$ cat config.mk
export PLATFORM = sky130hd
export DESIGN_NAME = collision_monitor_flat
export DESIGN_NICKNAME = d
export VERILOG_FILES = /design/src/rtl/collision_monitor_if.sv /design/src/rtl/collision_monitor.sv /design/src/flat_wrapper.sv
export SDC_FILE = /design/constraint.sdc
export NUM_CORES = 1
export LEC_CHECK = 0
export BUFFER_PORTS_ARGS = -buffer_cell sky130_fd_sc_hd__buf_2
export CAP_MARGIN = 20
export CORE_UTILIZATION = 47
export DETAILED_ROUTE_END_ITERATION = 10
export GPL_TIMING_DRIVEN = 0
export PLACE_DENSITY = 0.78
export SLEW_MARGIN = 20
export SYNTH_ARGS = -nofsm -noshare
export SYNTH_HDL_FRONTEND = slang
export SYNTH_SLANG_ARGS = --single-unit
export TNS_END_PERCENT = 10
$ cat constraint.sdc
create_clock -name CLK -period 2.1 [get_ports CLK]
set_clock_uncertainty 0.15 [all_clocks]
set_input_delay 0.21 -clock CLK [delete_from_list [all_inputs] [get_ports CLK]]
set_output_delay 0.21 -clock CLK [all_outputs]
set_load 0.02 [all_outputs]
$ cat src/rtl/collision_monitor_if.sv
// ---------------------------------------------------------------------------
// collision_monitor_if
//
// Bundles the frame-level signals exchanged between the playfield logic, the
// start key and the collision/lives controller.
//
//   tick          frame-advance strobe (one cycle)
//   ship_col      ship column in the bottom row
//   asteroid_row  bottom-row asteroid occupancy, bit i = column i
//   start_btn     raw, asynchronous, bouncing start key (active-high)
//   SR            game-over latch command: 00 hold, 10 set, 01 reset
//   hit           one-cycle pulse per life-costing collision
//   lives         remaining lives
//   invuln        high while the post-hit grace window is active
//
// Modports:
//   master  drives the playfield/start inputs and observes the results
//   slave   the controller side (collision_monitor)
// ---------------------------------------------------------------------------
interface collision_monitor_if #(
  parameter int COLS  = 16,
  parameter int LIVES = 3
);
  localparam int COL_W   = $clog2(COLS);
  localparam int LIVES_W = $clog2(LIVES + 1);

  logic                tick;
  logic [COL_W-1:0]    ship_col;
  logic [COLS-1:0]     asteroid_row;
  logic                start_btn;
  logic [1:0]          SR;
  logic                hit;
  logic [LIVES_W-1:0]  lives;
  logic                invuln;

  modport master (
    output tick,
    output ship_col,
    output asteroid_row,
    output start_btn,
    input  SR,
    input  hit,
    input  lives,
    input  invuln
  );

  modport slave (
    input  tick,
    input  ship_col,
    input  asteroid_row,
    input  start_btn,
    output SR,
    output hit,
    output lives,
    output invuln
  );
endinterface

$ cat src/rtl/collision_monitor.sv
// ---------------------------------------------------------------------------
// collision_monitor
//
// Per-frame collision and lives controller. On each frame tick in PLAY the
// bottom-row asteroid bit under the ship is examined; a collision costs a
// life and opens a grace window of GRACE_TICKS ticks, or, on the last life,
// issues a one-cycle SET (SR=10) to the downstream game-over latch. While the
// game is over, a debounced start press issues a one-cycle RESET (SR=01) and
// refills the lives.
//
// Ports:
//   CLK   system clock
//   RST   synchronous, active-high reset
//   bus   collision_monitor_if.slave
//           in : tick, ship_col, asteroid_row, start_btn
//           out: SR, hit, lives, invuln (all registered)
// ---------------------------------------------------------------------------
module collision_monitor #(
  parameter int COLS        = 16,
  parameter int LIVES       = 3,
  parameter int GRACE_TICKS = 2,
  parameter int DEBOUNCE    = 50000
) (
  input  logic                  CLK,
  input  logic                  RST,
  collision_monitor_if.slave    bus
);

  localparam int COL_W   = $clog2(COLS);
  localparam int LIVES_W = $clog2(LIVES + 1);
  localparam int GRACE_W = $clog2(GRACE_TICKS + 1);
  localparam int DEB_W   = $clog2(DEBOUNCE + 1);

  localparam logic [LIVES_W-1:0] LIVES_FULL = LIVES_W'(LIVES);
  localparam logic [LIVES_W-1:0] LIVES_ONE  = LIVES_W'(1);
  localparam logic [LIVES_W-1:0] LIVES_NONE = LIVES_W'(0);
  localparam logic [GRACE_W-1:0] GRACE_LOAD = GRACE_W'(GRACE_TICKS);
  localparam logic [GRACE_W-1:0] GRACE_ONE  = GRACE_W'(1);
  localparam logic [GRACE_W-1:0] GRACE_NONE = GRACE_W'(0);
  // The counter clears on the same edge that it would reach DEBOUNCE, so the
  // last increment is from DEBOUNCE-1.
  localparam logic [DEB_W-1:0]   DEB_LAST   = DEB_W'(DEBOUNCE - 1);
  localparam logic [DEB_W-1:0]   DEB_NONE   = DEB_W'(0);
  localparam logic [DEB_W-1:0]   DEB_ONE    = DEB_W'(1);

  localparam logic [1:0] SR_HOLD  = 2'b00;
  localparam logic [1:0] SR_SET   = 2'b10;
  localparam logic [1:0] SR_RESET = 2'b01;

  typedef enum logic [1:0] {
    ST_PLAY  = 2'd0,
    ST_GRACE = 2'd1,
    ST_OVER  = 2'd2
  } state_t;

  // Bit of the bottom row under the ship.
  function automatic logic occupied(input logic [COLS-1:0] row,
                                    input logic [COL_W-1:0] col);
    return row[col];
  endfunction

  // -------------------------------------------------------------------------
  // Start key: synchronizer, debouncer, rising-edge press detect
  // -------------------------------------------------------------------------
  logic              sync1_r;
  logic              sync2_r;
  logic [DEB_W-1:0]  deb_cnt_r;
  logic              deb_r;
  logic              deb_prev_r;
  logic              press_s;

  // Two-flop synchronizer for the asynchronous start key.
  always_ff @(posedge CLK) begin
    if (RST) begin
      sync1_r <= 1'b0;
      sync2_r <= 1'b0;
    end else begin
      sync1_r <= bus.start_btn;
      sync2_r <= sync1_r;
    end
  end

  // Debouncer: the level follows the synchronized key only after it has
  // disagreed for DEBOUNCE consecutive cycles; any agreement restarts the count.
  always_ff @(posedge CLK) begin
    if (RST) begin
      deb_cnt_r  <= DEB_NONE;
      deb_r      <= 1'b0;
      deb_prev_r <= 1'b0;
    end else begin
      deb_prev_r <= deb_r;
      if (sync2_r != deb_r) begin
        if (deb_cnt_r == DEB_LAST) begin
          deb_r     <= sync2_r;
          deb_cnt_r <= DEB_NONE;
        end else begin
          deb_cnt_r <= deb_cnt_r + DEB_ONE;
        end
      end else begin
        deb_cnt_r <= DEB_NONE;
      end
    end
  end

  // A press is a single-cycle pulse on the debounced rising edge, so a held
  // key produces one press and presses outside OVER simply vanish.
  assign press_s = deb_r & ~deb_prev_r;

  // -------------------------------------------------------------------------
  // Lives / game FSM
  // -------------------------------------------------------------------------
  state_t              state_r;
  state_t              state_next;
  logic [LIVES_W-1:0]  lives_r;
  logic [LIVES_W-1:0]  lives_next;
  logic [GRACE_W-1:0]  grace_r;
  logic [GRACE_W-1:0]  grace_next;
  logic [1:0]          sr_r;
  logic [1:0]          sr_next;
  logic                hit_r;
  logic                hit_next;
  logic                invuln_r;
  logic                invuln_next;
  logic                collision_s;

  assign collision_s = occupied(bus.asteroid_row, bus.ship_col);

  // State and registered outputs.
  always_ff @(posedge CLK) begin
    if (RST) begin
      state_r  <= ST_PLAY;
      lives_r  <= LIVES_FULL;
      grace_r  <= GRACE_NONE;
      sr_r     <= SR_HOLD;
      hit_r    <= 1'b0;
      invuln_r <= 1'b0;
    end else begin
      state_r  <= state_next;
      lives_r  <= lives_next;
      grace_r  <= grace_next;
      sr_r     <= sr_next;
      hit_r    <= hit_next;
      invuln_r <= invuln_next;
    end
  end

  // Next-state and next-output decode. SR and hit default to idle so any
  // command lasts exactly one cycle.
  always_comb begin
    state_next = state_r;
    lives_next = lives_r;
    grace_next = grace_r;
    sr_next    = SR_HOLD;
    hit_next   = 1'b0;

    case (state_r)
      ST_PLAY: begin
        if (bus.tick && collision_s) begin
          hit_next = 1'b1;
          if (lives_r > LIVES_ONE) begin
            lives_next = lives_r - LIVES_ONE;
            grace_next = GRACE_LOAD;
            state_next = ST_GRACE;
          end else begin
            lives_next = LIVES_NONE;
            sr_next    = SR_SET;
            state_next = ST_OVER;
          end
        end else begin
          state_next = ST_PLAY;
        end
      end

      ST_GRACE: begin
        // Ticks only count down the window; collisions are not examined.
        if (bus.tick) begin
          grace_next = grace_r - GRACE_ONE;
          if (grace_r == GRACE_ONE) begin
            state_next = ST_PLAY;
          end else begin
            state_next = ST_GRACE;
          end
        end else begin
          state_next = ST_GRACE;
        end
      end

      ST_OVER: begin
        // A press takes priority over a coincident tick; the tick is dropped.
        if (press_s) begin
          sr_next    = SR_RESET;
          lives_next = LIVES_FULL;
          grace_next = GRACE_NONE;
          state_next = ST_PLAY;
        end else begin
          lives_next = LIVES_NONE;
          state_next = ST_OVER;
        end
      end

      default: begin
        state_next = ST_PLAY;
        lives_next = LIVES_FULL;
        grace_next = GRACE_NONE;
      end
    endcase

    invuln_next = (state_next == ST_GRACE);
  end

  assign bus.SR     = sr_r;
  assign bus.hit    = hit_r;
  assign bus.lives  = lives_r;
  assign bus.invuln = invuln_r;

endmodule

$ cat src/flat_wrapper.sv
// flat-port wrapper written by rule: the top's interface ports become plain ports
module collision_monitor_flat 
#(
  parameter int COLS        = 16,
  parameter int LIVES       = 3,
  parameter int GRACE_TICKS = 2,
  parameter int DEBOUNCE    = 50000
)
  (CLK, RST, bus_tick, bus_ship_col, bus_asteroid_row, bus_start_btn, bus_SR, bus_hit, bus_lives, bus_invuln);
  collision_monitor_if #(.COLS(COLS), .LIVES(LIVES)) bus_i ();
  input  logic CLK;
  input  logic RST;
  input wire logic [$bits(bus_i.tick)-1:0] bus_tick;
  input wire logic [$bits(bus_i.ship_col)-1:0] bus_ship_col;
  input wire logic [$bits(bus_i.asteroid_row)-1:0] bus_asteroid_row;
  input wire logic [$bits(bus_i.start_btn)-1:0] bus_start_btn;
  output wire logic [$bits(bus_i.SR)-1:0] bus_SR;
  output wire logic [$bits(bus_i.hit)-1:0] bus_hit;
  output wire logic [$bits(bus_i.lives)-1:0] bus_lives;
  output wire logic [$bits(bus_i.invuln)-1:0] bus_invuln;
  assign bus_i.tick = bus_tick;
  assign bus_i.ship_col = bus_ship_col;
  assign bus_i.asteroid_row = bus_asteroid_row;
  assign bus_i.start_btn = bus_start_btn;
  assign bus_SR = bus_i.SR;
  assign bus_hit = bus_i.hit;
  assign bus_lives = bus_i.lives;
  assign bus_invuln = bus_i.invuln;
  collision_monitor #(.COLS(COLS), .LIVES(LIVES), .GRACE_TICKS(GRACE_TICKS), .DEBOUNCE(DEBOUNCE)) u_core (.CLK(CLK), .RST(RST), .bus(bus_i));
endmodule
* Yosys cells after proc, flatten, opt, wreduce, memory -nomap -nowiden
Cells that the tools add are included.
** Storage, ports and cells
- Logic and storage cells :: 60
- Bits of input ports :: 24
- Output and inout port bits :: 6
- Bits in registers :: 30
** Cells by class
- Muxes and demuxes :: 22
- Equality and inequality tests :: 10
- Bitwise operators :: 5
- Reduce and logical (&&, ||, !) cells :: 7
- Order comparisons :: 2
- Add/sub/neg operators :: 3
** Operators by type and width (number)
- $mux 2 :: 12
- $pmux 2 s3 :: 3
- $add 16x1->16 const B :: 1
- $eq 16x16->1 const B :: 1
- $eq 2x1->1 const B :: 3
- $ne 2x1->1 const B :: 3
- $lt 4x5->1 const B :: 1
- $mux 1 :: 5
- $bmux 1 s4 :: 1
- $not 1->1 :: 4
- $pmux 2 s2 :: 1
- $reduce_and 2->1 :: 2
- $reduce_and 4->1 :: 1
- $sub 2x1->2 const B :: 2
- $reduce_or 3->1 :: 1
- $eq 2x2->1 const B :: 1
- $gt 2x1->1 const B :: 1
- $logic_not 2->1 :: 1
- $ne 2x2->1 const B :: 1
- $reduce_or 2->1 :: 1
- $and 1x1->1 :: 1
- $logic_and 1x1->1 :: 1
- $ne 1x1->1 :: 1

* Logic depth before layout (Yosys ltp)
- Word-level depth :: 6
- Mapped depth :: 6
- Gate-level depth less buffers :: 6

* Worst setup path after synthesis
No wires, ideal clock.
- Kind :: input port to flip-flop
- Start point :: input bus_ship_col[2]
- End point :: register u_core.grace_r[1]
- Slack :: 523 ps
- Path buffers :: 1
- Setup time :: 116 ps
- Data arrival time :: 1310 ps
- Stages :: 6
- Cell sequence :: buf_6 -> mux4_2 -> nand2b_4 -> nand3_4 -> nand3_2 -> o211a_1
** On the way
- Word-level cells in the longest chain between the ends :: 5
** RTL lines
- start, declared :: RTL line flat_wrapper.sv:14 : input wire logic [$bits(bus_i.ship_col)-1:0] bus_ship_col;
- $bmux 1 s4 :: RTL line collision_monitor.sv:59 : return row[col];
- $mux 1 (implied by the code) :: RTL line collision_monitor.sv:59
- $logic_and 1x1->1 :: RTL line collision_monitor.sv:158 : if (bus.tick && collision_s) begin
- $ne 2x1->1 (no line)
- $reduce_and 4->1 (no line)
- end signal, assigned :: RTL line collision_monitor.sv:140 : grace_r <= grace_next;
- end, declared :: RTL line collision_monitor.sv:116 : logic [GRACE_W-1:0] grace_r;
Every way passes these cells. The select of a mux whose other input is x is not followed.
A chain may end at the register's enable or synchronous reset.

* Final worst setup path
- Start point :: register u_core.deb_cnt_r[0]
- End point :: register u_core.deb_cnt_r[5]
** On the way
- Word-level cells in the longest chain between the ends :: 2
- Elaborated cells on any way between the ends :: 3
- Those cells by class :: add/sub (1); eq/ne (1); reduce/logical (1)
** RTL lines
- start, declared :: RTL line collision_monitor.sv:67 : logic [DEB_W-1:0] deb_cnt_r;
- start signal, assigned :: RTL line collision_monitor.sv:97 : deb_cnt_r <= deb_cnt_r + DEB_ONE;
- parallel branches: the longest is 2 deep, another holds $add 16x1->16
Parallel ways; which one is timed is not known.

==> results.toml <==
[logic_synthesis]
synth_top_family_by_area = "simple AND/OR/NAND/NOR gates"
synth-edff-count = 0
syn_nets = 180
synthCells = 154
synth-seq-cells = 30
synth_xor_area_share_pct = 9.17
synthAdderAreaFrac_pct = 1.75
synth_compound_area_share_pct = 10.1
syn_area_um2 = 1430
syn_avg_cell_area_um2 = 9.30
synthMuxAreaShare_pct = 8.56
yosys.area_share.simple_pct = 25.2
ys.flop_type = "dfxtp_1"
synth_cell_types = 38
synth_warnings = 0
seq_area_frac_synth_pct = 41.9
synthArstFlopShare_pct = 0

[clock_network]
cts_tree = "yes"
cts_buffer_depth = 2
hold_buffers = 1
cts.sinks = 30
cts-root-buf = "clkbuf_4"
postCtsSetupBuffers = 0
clock_latency_ns = 0.33
numCtsBuffers = 5
clk_pin_slew_ns = 0.09
cts_resized = 0
htreeDepth = 2

[hold_path]
min_path_type = "primary input to flip-flop"
hold_depth = 3
hold_end = "u_core.deb_cnt_r[1]"
hp-start = "RST"

[sta]
drv_slew = 0
finalCriticalPeriod_ns = 1.88
tightest_slew_ns = 0.693
finalCritPeriodShare_pct = 89.3
final_hold_viol_count = 0
fin_tns_setup_ns = 0
slew-limit-headroom_pct = 52.6
rsz0062_at_grt = "no"
max_freq_mhz = 533
setup_violations = 0

[critical_path]
cp_max_fo = 10
cp-start-kind = "flip-flop"
arrival_ns = 1.94
reg2reg_from = "u_core.deb_cnt_r[0]"
r2r-end = "u_core.deb_cnt_r[5]"
crit_required_ns = 2.17
end_kind = "flip-flop"
crit_type = "flip-flop to flip-flop"
ff2ff_setup_slack_ns = 0.22
ff2ff_path_depth = 6

[layout]
area_delta_synth_final_pct = 17.4
layout_common_cells = "dfxtp_1, buf_2, nor2_1, mux2i_1, nand2_1"
num-fill-cells = 243
mostFrequentLayoutCell = "dfxtp_1"
final_nets = 216
finalInstanceArea_um2 = 1680
drive_gt1_share_pct = 23.0
diodes = 0
instances_no_fill = 222

[die]
ios = 30
fp.dieH_um = 57.2
die_w_um = 57.2
start_util_pct = 50.6
core_um2 = 2830
core.rowCount = 19
dieArea_um2 = 3270

[place]
hpwl_um = 2180
place.detailed.instances = 213
gp_congestion = 0.839
port_buffers = 28
post_dp_cell_area_um2 = 1610

[global_route]
grt_pass1_wl_um = 4950
grt_max_degree = 11
grt_util_all_layers_pct = 20.0
antenna_found_initial = 0
grt_pass1_vias = 1154
grt-ovfl-total = 0

[routing]
ant_nets = 0
drcViolationCount = 0
wirelength_um = 2870
wl_per_cell_um = 12.9
dr.pass1.iters = 4
drt_iter0_markers = 50
via_per_inst = 5.46
dr_total_vias = 1213

[pwr]
sequentialPowerShare_pct = 54.6
p_sw_share_pct = 25.5
p_clk_share_pct = 31.9
internal-power_uw = 822
pwr_density_cell_nw_per_um2 = 656
p_leak_uw = 0.000690
max-vdd-ir-drop_mv = 0.494
p_comb_share_pct = 13.5
p_sw_uw = 281

[run]
maxCapViolations = 0

[run_status]
status = "completed"
==> worst max path at each step <==
stage | from | end | slack, ns | cells after the start
2_1_floorplan | bus_ship_col[2] | u_core.grace_r[1] | 0.52 | 6
3_3_place_gp | u_core.deb_cnt_r[0] | u_core.deb_cnt_r[12] | 0.34 | 6
3_5_place_dp | u_core.deb_cnt_r[0] | u_core.deb_cnt_r[0] | 0.26 | 6
4_1_cts | u_core.deb_cnt_r[0] | u_core.deb_cnt_r[5] | 0.24 | 6
5_1_grt | u_core.deb_cnt_r[0] | u_core.deb_cnt_r[5] | 0.11 | 6
6_report | u_core.deb_cnt_r[0] | u_core.deb_cnt_r[5] | 0.22 | 6
==> worst max-delay path, cell delays in order, from the launching register on <==
cell	delay, ns
dfxtp_1	0.39
ha_1	0.22
and3_1	0.24
nand4_1	0.21
nand2_1	0.22
buf_2	0.25
nor2_1	0.08
==> cell usage after synthesis (all sizes together) (4+ instances only) <==
library cell,number,area (µm²)
nor2b,6,37.5
xnor2,8,70.1
dfxtp,30,601
a21oi,4,20.0
nand3,10,67.6
nand2,9,33.8
and3,4,25.0
nor2,23,86.3
mux2i,10,100
inv,7,26.3
xor2,7,61.3
==> power by group through the flow <==
| stage | sequential, µW | clock [µW] | combinational (µW) |
|---|---|---|---|
| after floorplan | 621 | 0 | 91.4 |
| after global placement | 613 | 0 | 141 |
| after detailed placement | 614 | 0 | 148 |
| after CTS | 602 | 362 | 150 |
| after global routing | 604 | 397 | 167 |
| final | 602 | 352 | 149 |
==> registers in the layout, summed over array words and instances (netlist names) <==
name               flops
u_core.grace_r         2
u_core.bus.SR          2
u_core.bus.hit         1
u_core.sync2_r         1
u_core.deb_r           1
u_core.deb_prev_r      1
u_core.state_r         2
u_core.bus.lives       2
u_core.deb_cnt_r      16
u_core.sync1_r         1
u_core.bus.invuln      1
==> layer usage <==
layer | up-vias | share of wire (%) | wire length, µm | GRT usage (%)
met1 | 569 | 44 | 1270 | 22.9
li1 | 606 | - | - | -
met5 | - | 0 | 0 | 0
met4 | 0 | 0.87 | 25 | 7.32
met3 | 4 | 4.7 | 136 | 7.48
met2 | 34 | 50 | 1440 | 33.9
==> layout make-up <==
cell class,instances,area (µm²),area share (%)
Tap cell,31,38.8,2.31
Multi-Input combinational cell,114,786,46.7
Timing Repair Buffer,29,150,8.93
Buffer,3,20.0,1.19
Clock buffer,7,55.1,3.27
Clock inverter,1,5.00,0.298
Inverter,7,26.3,1.56
Sequential cell,30,601,35.7
==> logic make-up (layout without fill, tap and decap cells) <==
family	count (synthesis)	in the layout
and+or+nand+nor	68	68
DFF	30	30
AOI/OAI and AO/OA	18	18
xor gates and xnor gates	15	15
muxes	11	11
buffers and inverters	10	47
adders and majority gates	2	2
==> stage by stage <==
step	worst slack (ns)	utilization [%]	total power [µW]	hold slack [ns]
2_1_floorplan	0.523	-	713	0.188
3_3_place_gp	0.338	57.0	754	0.258
3_5_place_dp	0.256	57.0	762	0.265
4_1_cts	0.239	59.4	1110	0.0842
5_1_grt	0.109	59.4	1170	0.0853
6_report	0.225	59.4	1100	0.0978
Power figures use the tool's default switching activity.
